**src/rtl/pwm_capture.sv**
```systemverilog
// pwm_capture: measures high time and rise-to-rise period of an asynchronous PWM line
module pwm_capture #(
  parameter int WIDTH = 13
) (
  input  logic             clk,
  input  logic             rst,
  input  logic             clear,
  input  logic             pwm_in,
  output logic [WIDTH-1:0] duty_cycle,
  output logic [WIDTH-1:0] period,
  output logic             valid,
  output logic             timeout,
  output logic             level
);
  typedef enum logic [1:0] {WAIT_RISE, MEAS_HIGH, MEAS_LOW} state_t;
  localparam logic [WIDTH-1:0] MAX = '1;
  localparam logic [WIDTH-1:0] ONE = WIDTH'(1);
  state_t           r_state;
  logic             r_s1, r_s2, r_prev;
  logic [WIDTH-1:0] r_high_cnt, r_per_cnt;
  logic             w_rise, w_fall, w_stuck;
  assign level   = r_s2;
  assign w_rise  = r_s2 & ~r_prev;
  assign w_fall  = ~r_s2 & r_prev;
  assign w_stuck = (r_state != WAIT_RISE) && (r_per_cnt == MAX) && !w_rise && !w_fall;
  always_ff @(posedge clk) begin
    if (rst) begin
      r_state    <= WAIT_RISE;
      r_s1       <= 1'b0;
      r_s2       <= 1'b0;
      r_prev     <= 1'b0;
      r_high_cnt <= '0;
      r_per_cnt  <= '0;
      duty_cycle <= '0;
      period     <= '0;
      valid      <= 1'b0;
      timeout    <= 1'b0;
    end else begin
      r_s1   <= pwm_in;
      r_s2   <= r_s1;
      r_prev <= r_s2;
      valid  <= 1'b0;
      if (clear) begin
        r_state    <= WAIT_RISE;
        r_high_cnt <= '0;
        r_per_cnt  <= '0;
        timeout    <= 1'b0;
      end else if (w_stuck) begin
        r_state    <= WAIT_RISE;
        r_high_cnt <= '0;
        r_per_cnt  <= '0;
        timeout    <= 1'b1;
      end else begin
        case (r_state)
          WAIT_RISE: begin
            r_state    <= w_rise ? MEAS_HIGH : WAIT_RISE;
            r_high_cnt <= w_rise ? ONE : '0;
            r_per_cnt  <= w_rise ? ONE : '0;
          end
          MEAS_HIGH: begin
            r_state    <= w_fall ? MEAS_LOW : MEAS_HIGH;
            r_high_cnt <= w_fall ? r_high_cnt : r_high_cnt + 1'b1;
            r_per_cnt  <= r_per_cnt + 1'b1;
          end
          MEAS_LOW: begin
            r_state    <= w_rise ? MEAS_HIGH : MEAS_LOW;
            r_high_cnt <= w_rise ? ONE : r_high_cnt;
            r_per_cnt  <= w_rise ? ONE : r_per_cnt + 1'b1;
            duty_cycle <= w_rise ? r_high_cnt : duty_cycle;
            period     <= w_rise ? r_per_cnt : period;
            valid      <= w_rise;
            timeout    <= w_rise ? 1'b0 : timeout;
          end
          default: r_state <= WAIT_RISE;
        endcase
      end
    end
  end
endmodule

```
**config.mk**
```make
export PLATFORM = sky130hd
export DESIGN_NAME = pwm_capture
export DESIGN_NICKNAME = d
export VERILOG_FILES = /design/src/rtl/pwm_capture.sv
export SDC_FILE = /design/constraint.sdc
export NUM_CORES = 1
export LEC_CHECK = 0
export CELL_PAD_IN_SITES_DETAIL_PLACEMENT = 1
export CELL_PAD_IN_SITES_GLOBAL_PLACEMENT = 1
export CORE_MARGIN = 4
export CORE_UTILIZATION = 47
export CTS_BUF_LIST = sky130_fd_sc_hd__clkbuf_8 sky130_fd_sc_hd__clkbuf_16
export DETAILED_ROUTE_END_ITERATION = 7
export DONT_BUFFER_PORTS = 1
export PLACE_DENSITY_LB_ADDON = 0.1
export RECOVER_POWER = 25
export SLEW_MARGIN = 20
export SYNTH_ARGS = -nofsm -noshare
export SYNTH_HDL_FRONTEND = slang
export SYNTH_SLANG_ARGS = --single-unit
```
**constraint.sdc**
```tcl
create_clock -name clk -period 2.5 [get_ports clk]
set_input_delay 0.75 -clock clk [delete_from_list [all_inputs] [get_ports clk]]
set_output_delay 0.75 -clock clk [all_outputs]
set_load 0.01 [all_outputs]
```
Yosys cells after proc, flatten, opt, wreduce, memory -nomap -nowiden
Cells that the tools add are included.
{ "totals": {"ff_bits": 59, "wordCells": 53} }
{ "classes": {"eq_ne": 5, "reduce_logical": 16, "muxes": 13, "addsub": 2, "bitwise_logic": 7} }
{ "op_table": {"columns": ["op", "count"], "rows": [
  ["$pmux W13 S3", 2],
  ["$mux W13", 3],
  ["$add A13 B1 Y13 const B", 2],
  ["$eq A13 B13 Y1 const B", 1],
  ["$pmux W2 S3", 1],
  ["$reduce_bool A2 Y1", 3],
  ["$mux W1", 5],
  ["$not A1 Y1", 5],
  ["$mux W2", 2],
  ["$ne A2 B2 Y1 const B", 2],
  ["$reduce_and A4 Y1", 1],
  ["$reduce_or A4 Y1", 1],
  ["$logic_and A1 B1 Y1", 3],
  ["$reduce_and A3 Y1", 1],
  ["$reduce_bool A3 Y1", 1],
  ["$reduce_or A3 Y1", 1],
  ["$and A1 B1 Y1", 2],
  ["$eq A2 B1 Y1 const B", 1],
  ["$eq A2 B2 Y1 const B", 1],
  ["$logic_not A1 Y1", 2],
  ["$logic_not A2 Y1", 1],
  ["$reduce_and A2 Y1", 1],
  ["$reduce_or A2 Y1", 1]
]} }

Depth between registers and ports, before layout
Gate-level depths: netlist of run 1.
{ "logic_depth": {"ltp_word": 7, "depth_mapped": 9, "mapped_depth_nobuf": 7} }

Least setup slack after synthesis of run 1
No wires, ideal clock.
{ "synth_timing": {"path_kind": "reg2reg", "from": "register r_state[0]", "to": "register r_per_cnt[2]", "required_ps": 2430, "path_stages_with_launch": 8, "path_slack_ps": 600, "period_less_slack_ps": 1900, "t_arrival_ps": 1830, "cell_sequence": "dfxtp_1 -> inv_1 -> ha_1 -> buf_2 -> and2_2 -> a31oi_2 -> or4b_2 -> a21oi_1"} }
{ "synth_via": {"elab_chain_len": 5, "word_cells_on_any_way": 10, "classes_between": "eq/ne: 2; mux: 1; reduce/logical: 7"} }
{ "synth_lines": {"columns": ["element", "line_no", "rtl"], "rows": [
  ["start: declaration", "18", "state_t r_state;"],
  ["start signal: assignment", "56", "r_state <= w_rise ? MEAS_HIGH : WAIT_RISE;"],
  ["start signal: assignment", "61", "r_state <= w_fall ? MEAS_LOW : MEAS_HIGH;"],
  ["start signal: assignment", "66", "r_state <= w_rise ? MEAS_HIGH : MEAS_LOW;"],
  ["$reduce_bool A2 Y1", "25", "assign w_stuck = (r_state != WAIT_RISE) && (r_per_cnt == MAX) && !w_rise && !w_fall;"],
  ["$logic_and A1 B1 Y1 (3 in a row)", "25", null],
  ["$reduce_or A3 Y1 (no source line)", null, null],
  ["end signal: assignment", "58", "r_per_cnt <= w_rise ? ONE : '0;"],
  ["end signal: assignment", "63", "r_per_cnt <= r_per_cnt + 1'b1;"],
  ["end signal: assignment", "68", "r_per_cnt <= w_rise ? ONE : r_per_cnt + 1'b1;"],
  ["end: declaration", "20", "logic [WIDTH-1:0] r_high_cnt, r_per_cnt;"]
]} }
Parallel ways exist; a longest one is shown, timed or not.
A chain may end at the register's enable or synchronous reset.

Worst setup path after layout of run 1
Same ends and word-level chain as after synthesis.

==> results of run 1 <==
-- cell usage after synthesis (all sizes together) (2+ instances only) --
library cell  instances
nor2b                 5
or3                   3
nor2                 20
nand3b                2
nand4                 9
a31oi                 4
a22oi                 2
a21oi                41
clkbuf                9
xor2                 12
and2                  2
nand3                 6
or2                   2
a21o                  3
and4                  3
nand2b                4
ha                    6
or3b                  2
o21ai                10
inv                   2
a211oi                2
nor3                  6
o22ai                 2
buf                   8
and3                  6
nor4                  2
nand2                62
dfxtp                59
-- cell families after synthesis --
kind of cell / synth area share (%)
compound gates: 15.7
xor+xnor: 4.10
fa+ha+maj: 2.93
buf+inv: 3.90
flops: 46.0
simple gates: 27.4
-- worst paths after layout --
| check | endpoint | slack (ns) | depth (start not counted) | from |
|---|---|---|---|---|
| worst max-delay path | r_per_cnt[2]$_SDFFE_PP0N_ | 0.42 | 6 | r_state[0]$_SDFF_PP0_ |
| worst max register to register | r_per_cnt[2]$_SDFFE_PP0N_ | 0.42 | 6 | r_state[0]$_SDFF_PP0_ |
| worst min register to register | level$_SDFF_PP0_ | 0.46 | 1 | r_s1$_SDFF_PP0_ |
| worst min-delay path | level$_SDFF_PP0_ | 0.46 | 1 | r_s1$_SDFF_PP0_ |
-- through the flow --
stage / area [sq um] / setup WS (ns) / total power, mW / std cells / util, %
floorplan: 2570 / 0.600 / 0.992 / 301 / -
global placement: 2610 / 0.523 / 0.991 / 360 / 50.1
detailed placement: 2610 / 0.454 / 0.991 / 360 / 50.1
CTS: 2770 / 0.437 / 1.71 / 376 / 53.2
global route: 2770 / 0.252 / 1.76 / 376 / 53.2
finish: 2770 / 0.421 / 1.69 / 376 / 53.2
-- metal layers --
metal | GRT usage (%) | up-vias | routed length, um
met2 | 28.8 | 52 | 2550
li1 | - | 1045 | -
met3 | 7.35 | 8 | 391
met1 | 26.9 | 990 | 3010
met4 | 5.98 | 0 | 77
met5 | 0 | - | 0
-- power by group through the flow --
stage	clock (mW)	sequential, mW	combinational, mW
finish	0.721	0.947	0.0232
CTS	0.742	0.947	0.0230
global placement	0	0.968	0.0228
floorplan	0	0.967	0.0255
detailed placement	0	0.968	0.0228
global route	0.791	0.947	0.0258
-- critical path, delay by kind of cell (launching register included) --
kind                       cells  cell delay (ns)
and+or+nand+nor                2             0.91
adders and majority gates      1             0.42
DFF                            1             0.36
AOI/OAI and AO/OA              2             0.24
buffers and inverters          1             0.08
-- registers in the layout, indices dropped and copies added (netlist names) --
name        flops
r_s1            1
r_prev          1
duty_cycle     13
r_state         2
valid           1
level           1
period         13
timeout         1
r_high_cnt     13
r_per_cnt      13
-- final cells by class --
cell class              instances  area, sq um  share of cell area (%)
well taps                      70         87.6                    3.16
flip-flops and latches         59         1180                    42.7
repair buffers                  6         45.0                    1.63
multi-input cells             223         1280                    46.4
clock buffers                   9          124                    4.48
clock inverters                 7         37.5                    1.36
inverters                       2         7.51                   0.271
==> results.json, run 1 <==
{
  "status": "completed",
  "drt-initial-drc-count": 81,
  "post_cts_resized": 0,
  "drtPass1Iterations": 4,
  "ys_seq_area_share_pct": 46.0,
  "power.leakage_nw": 0.925,
  "ant_nets": 0,
  "fmax_mhz": 481,
  "clock_latency_ns": 0.35,
  "cts-root-buf": "clkbuf_8",
  "final_nets": 311,
  "tightest_slew_ns": 0.568,
  "cts_hold_buf": 0,
  "drc": 0,
  "vias_per_cell": 5.57,
  "cp.arrival_ns": 2.36,
  "post-route-min-period_ns": 2.08,
  "grt_max_degree": 33,
  "die-area_sq_um": 6710,
  "slowest_delay_ns": 0.69,
  "synth_top_cell_by_area": "dfxtp_1",
  "setup_tns_ns": 0,
  "setup_viol": 0,
  "synthDistinctLibCells": 44,
  "hp-class": "reg2reg",
  "rsz0062_at_grt": "false",
  "cp.required_ns": 2.78,
  "synth_area_leaders": "dfxtp_1 (46%), nand2_1 (9.1%), a21oi_1 (7.8%), xor2_1 (4.1%), ha_1 (2.9%)",
  "clockPowerShare_pct": 42.6,
  "synth-edff-count": 0,
  "seqPwrFrac_pct": 56.0,
  "switching_power_mw": 0.394,
  "swShare_pct": 23.3,
  "clk_pin_slew_worst_paths_ns": 0.07,
  "synth_top_area_share_pct": 46.0,
  "drv_cap": 0,
  "tritoncts": "built",
  "start_util_pct": 49.3,
  "critPathLaunchType": "register",
  "power_frac_comb_pct": 1.4,
  "cts_buffer_depth": 2,
  "area_delta_synth_final_pct": 7.85,
  "internal-power_mw": 1.30,
  "syn_avg_cell_area_sq_um": 8.53,
  "grt_antenna_before_repair": 0,
  "rows": 26,
  "power.density_nw_per_um2": 611,
  "fillers": 633,
  "hold_ws_ns": 0.461,
  "netlist_instances": 301,
  "min_period_over_period_pct": 83.2,
  "mostFrequentLayoutCell": "nand2_1",
  "ys.flop_type": "dfxtp_1",
  "end_kind": "register",
  "cts_sinks": 59,
  "port-buffer-count": 0,
  "final_cell_mix": "nand2_1 (62), dfxtp_1 (59), a21oi_1 (40), xor2_1 (12), nor2_1 (11)",
  "antenna_cells": 0,
  "worstPathCellList": "inv_1 > ha_1 > and2_2 > a31oi_2 > or4b_2 > a21oi_1",
  "ys_ff_latch": 59,
  "hpwl_um": 4090,
  "routed_wl_um": 6030,
  "finalHoldViolations": 0,
  "critPathSlowestCell": "or4b_2",
  "h-tree-depth": 3,
  "slew_violations": 0,
  "io_pins": 33,
  "vias": 2095,
  "slew_headroom_pct": 62.1,
  "netlist_area_sq_um": 2570,
  "gr-total-overflow": 0,
  "gp_congestion": 0.855,
  "grt_pass1_wl_um": 9960,
  "worstPathMaxFanout": 9,
  "grtUsageTotal_pct": 19.7,
  "cts_buffers": 9,
  "drive_gt1_share_pct": 13.4,
  "synth.yosys.warnings": 0,
  "critPathKind": "reg2reg",
  "die_y_um": 81.9,
  "cts_setup_buffers": 0,
  "wl_per_cell_um": 16.0,
  "fin_worst_skew_ns": 0.00633,
  "ir_drop_mv": 0.319,
  "die_x_um": 81.9,
  "synthArstFlopShare_pct": 0,
  "grt_pass1_vias": 2000,
  "syn_nets": 311,
  "core_area_sq_um": 5200
}
Power figures use the tool's default switching activity.
==> run 2, diff against run 1 <==
--- a/config.mk
+++ b/config.mk
@@ -5,10 +5,11 @@
 export SDC_FILE = /design/constraint.sdc
 export NUM_CORES = 1
 export LEC_CHECK = 0
+export ABC_AREA = 1
 export CELL_PAD_IN_SITES_DETAIL_PLACEMENT = 1
 export CELL_PAD_IN_SITES_GLOBAL_PLACEMENT = 1
 export CORE_MARGIN = 4
-export CORE_UTILIZATION = 47
+export CORE_UTILIZATION = 45
 export CTS_BUF_LIST = sky130_fd_sc_hd__clkbuf_8 sky130_fd_sc_hd__clkbuf_16
 export DETAILED_ROUTE_END_ITERATION = 7
 export DONT_BUFFER_PORTS = 1
==> constraint.sdc (replaced) <==
create_clock -name clk -period 2.16 [get_ports clk]
set_input_delay 0.648 -clock clk [delete_from_list [all_inputs] [get_ports clk]]
set_output_delay 0.648 -clock clk [all_outputs]
set_load 0.01 [all_outputs]
==> results.json, run 2 <==
{
  "busiest_layer": "met2",
  "slowest_delay_ns": 0.37,
  "r2r-end": "r_per_cnt[6]$_SDFFE_PP0N_",
  "drt-initial-drc-count": 103,
  "grt_antenna_before_repair": 0,
  "hpwl_um": 4980,
  "cts_buffers": 9,
  "syn_nets": 370,
  "ys_ff_latch": 59,
  "grtUsageTotal_pct": 20.9,
  "tightest_slew_ns": 0.626,
  "worst-r2r-setup-slack_ns": 0.37,
  "finalHoldViolations": 0,
  "cts_buffer_depth": 2,
  "worstPathCellList": "inv_1 > ha_1 > nand2_1 > nand2_1 > nand2_1 > nand2_1 > nand3_1 > nor2_1",
  "swShare_pct": 23.6,
  "endpoint": "r_per_cnt[6]$_SDFFE_PP0N_",
  "die_x_um": 84.5,
  "cp.required_ns": 2.43,
  "synth_top_area_share_pct": 44.8,
  "mostFrequentLayoutCell": "nand2_1",
  "switching_power_mw": 0.507,
  "synth-edff-count": 0,
  "area_delta_synth_final_pct": 9.31,
  "port-buffer-count": 0,
  "crit_buf_inv": 1,
  "worstPathMaxFanout": 8,
  "gr-total-overflow": 0,
  "crit_top_cell": "nand2_1",
  "cp.depth": 8,
  "netlist_area_sq_um": 2630,
  "critPathSlowestCell": "dfxtp_1",
  "slew_headroom_pct": 58.2,
  "global_route.usage.met2_pct": 31.7,
  "post-route-min-period_ns": 1.79,
  "core_area_sq_um": 5610,
  "io_pins": 33,
  "final_nets": 373,
  "grt_pass1_vias": 2323,
  "final_cell_mix": "nand2_1 (67), nor2_1 (61), dfxtp_1 (59), o21ai_0 (37), inv_1 (33)",
  "seqPwrFrac_pct": 51.0,
  "routed_wl_um": 6970,
  "grt.met1_usage_pct": 28.2,
  "pre_cts_ws_ns": 0.405,
  "gp_congestion": 0.889,
  "vias_per_cell": 5.37,
  "tritoncts": "built",
  "cts_sinks": 59,
  "power_frac_comb_pct": 1.3,
  "fillers": 739,
  "ys.flop_type": "dfxtp_1",
  "fin_ws_ns": 0.366,
  "synth.top_cells.by_count": "nand2_1 (67), nor2_1 (61), dfxtp_1 (59)",
  "hold-path-cell-count": 1,
  "h-tree-depth": 3,
  "synthDistinctLibCells": 31,
  "cts_hold_buf": 0,
  "reg2reg_from": "r_state[0]$_SDFF_PP0_",
  "synth.yosys.warnings": 0,
  "die_y_um": 84.5,
  "slew_violations": 0,
  "rows": 27,
  "start_util_pct": 47.0,
  "antenna_cells": 0,
  "hp-class": "in2reg",
  "synthArstFlopShare_pct": 0,
  "internal-power_mw": 1.64,
  "cts-root-buf": "clkbuf_8",
  "grt_max_degree": 48,
  "cts_setup_buffers": 0,
  "drive_gt1_share_pct": 8.70,
  "clk_pin_slew_worst_paths_ns": 0.07,
  "setup_viol": 0,
  "status": "completed",
  "wl_per_cell_um": 15.8,
  "critPathLaunchType": "register",
  "end_kind": "register",
  "ant_nets": 0,
  "clockPowerShare_pct": 47.7,
  "cp.arrival_ns": 2.06,
  "total_power_mw": 2.15,
  "ir_drop_mv": 0.416,
  "synth_area_leaders": "dfxtp_1 (45%), nand2_1 (9.5%), nor2_1 (8.7%), o21ai_0 (7.0%), nand3_1 (5.3%)",
  "synth_top_cell_by_area": "dfxtp_1",
  "netlist_instances": 360,
  "ys_seq_area_share_pct": 44.8,
  "setup_tns_ns": 0,
  "use_met3_pct": 5.69,
  "drc": 0,
  "power.leakage_nw": 1.13,
  "post_cts_resized": 0,
  "r2r_cells": 8,
  "grt_pass1_wl_um": 11800,
  "power.density_nw_per_um2": 745,
  "path_delay_family": "simple AND/OR/NAND/NOR gates",
  "syn_avg_cell_area_sq_um": 7.32,
  "fmax_mhz": 558,
  "min_period_over_period_pct": 83.0,
  "fin_worst_skew_ns": 0.00654,
  "critPathLaunch": "r_state[0]$_SDFF_PP0_",
  "drv_cap": 0,
  "rsz0062_at_grt": "false",
  "die-area_sq_um": 7140,
  "drtPass1Iterations": 4,
  "final_core_util_pct": 51.3,
  "synth.most_common_cell": "nand2_1",
  "clock_latency_ns": 0.34,
  "critPathKind": "reg2reg",
  "vias": 2364
}
-- run 2: cell count changes in the layout (fill, tap and decap cells not counted), sizes merged, moves of 4 or more --
| cell | before | now |
|---|---|---|
| nand2 | 62 | 68 |
| a31oi | 4 | 0 |
| nor2b | 5 | 0 |
| inv | 4 | 37 |
| nor2 | 20 | 64 |
| xor2 | 12 | 3 |
| nand2b | 4 | 0 |
| nand3 | 6 | 31 |
| o21ai | 10 | 40 |
| a21oi | 41 | 23 |
| and3 | 6 | 0 |
-- run 2: through the flow --
| step | instance area [sq um] | hold WS, ns | instances |
|---|---|---|---|
| finish | 2880 | 0.374 | 440 |
| CTS | 2880 | 0.356 | 440 |
| global route | 2880 | 0.348 | 440 |
| detailed placement | 2680 | 0.400 | 424 |
| global placement | 2680 | 0.395 | 424 |
| floorplan | 2630 | 0.388 | 360 |
-- run 2: routing by layer --
metal	vias up	part of all wire [%]
met4	0	1.6
met5	-	0
li1	1180	-
met3	10	5.9
met1	1130	49
met2	44	43
-- run 2: cell type report --
cell class / instances / area, sq um / area share [%]
Multi-Input combinational cell: 254 / 1240 / 42.9
Sequential cell: 59 / 1180 / 41.0
Inverter: 36 / 135 / 4.69
Clock buffer: 9 / 124 / 4.30
Tap cell: 72 / 90.1 / 3.13
Clock inverter: 7 / 77.6 / 2.69
Timing Repair Buffer: 3 / 35.0 / 1.22
-- run 2: cells by family (layout without fill, tap and decap cells) --
logic type | Yosys count | count (layout) | synth area share (%)
buf+inv | 47 | 55 | 8.22
compound gates | 68 | 68 | 13.4
xor+xnor | 3 | 3 | 0.998
flops | 59 | 59 | 44.8
fa+ha+maj | 6 | 6 | 2.85
simple gates | 177 | 177 | 29.6
-- run 2: power groups by stage --
| stage | Combinational, mW | Clock [mW] | Sequential, mW |
|---|---|---|---|
| after floorplan | 0.0220 | 0 | 1.12 |
| after global placement | 0.0283 | 0 | 1.12 |
| after detailed placement | 0.0287 | 0 | 1.12 |
| after CTS | 0.0290 | 1.05 | 1.09 |
| after global routing | 0.0326 | 1.10 | 1.09 |
| final | 0.0287 | 1.02 | 1.09 |
-- run 2: worst min-delay path by stage --
stage | slack [ns] | from | endpoint
after CTS | 0.36 | rst | level$_SDFF_PP0_
after detailed placement | 0.40 | r_s1$_SDFF_PP0_ | level$_SDFF_PP0_
after floorplan | 0.39 | r_s1$_SDFF_PP0_ | level$_SDFF_PP0_
final | 0.37 | rst | level$_SDFF_PP0_
after global routing | 0.35 | rst | level$_SDFF_PP0_
after global placement | 0.40 | r_s1$_SDFF_PP0_ | level$_SDFF_PP0_
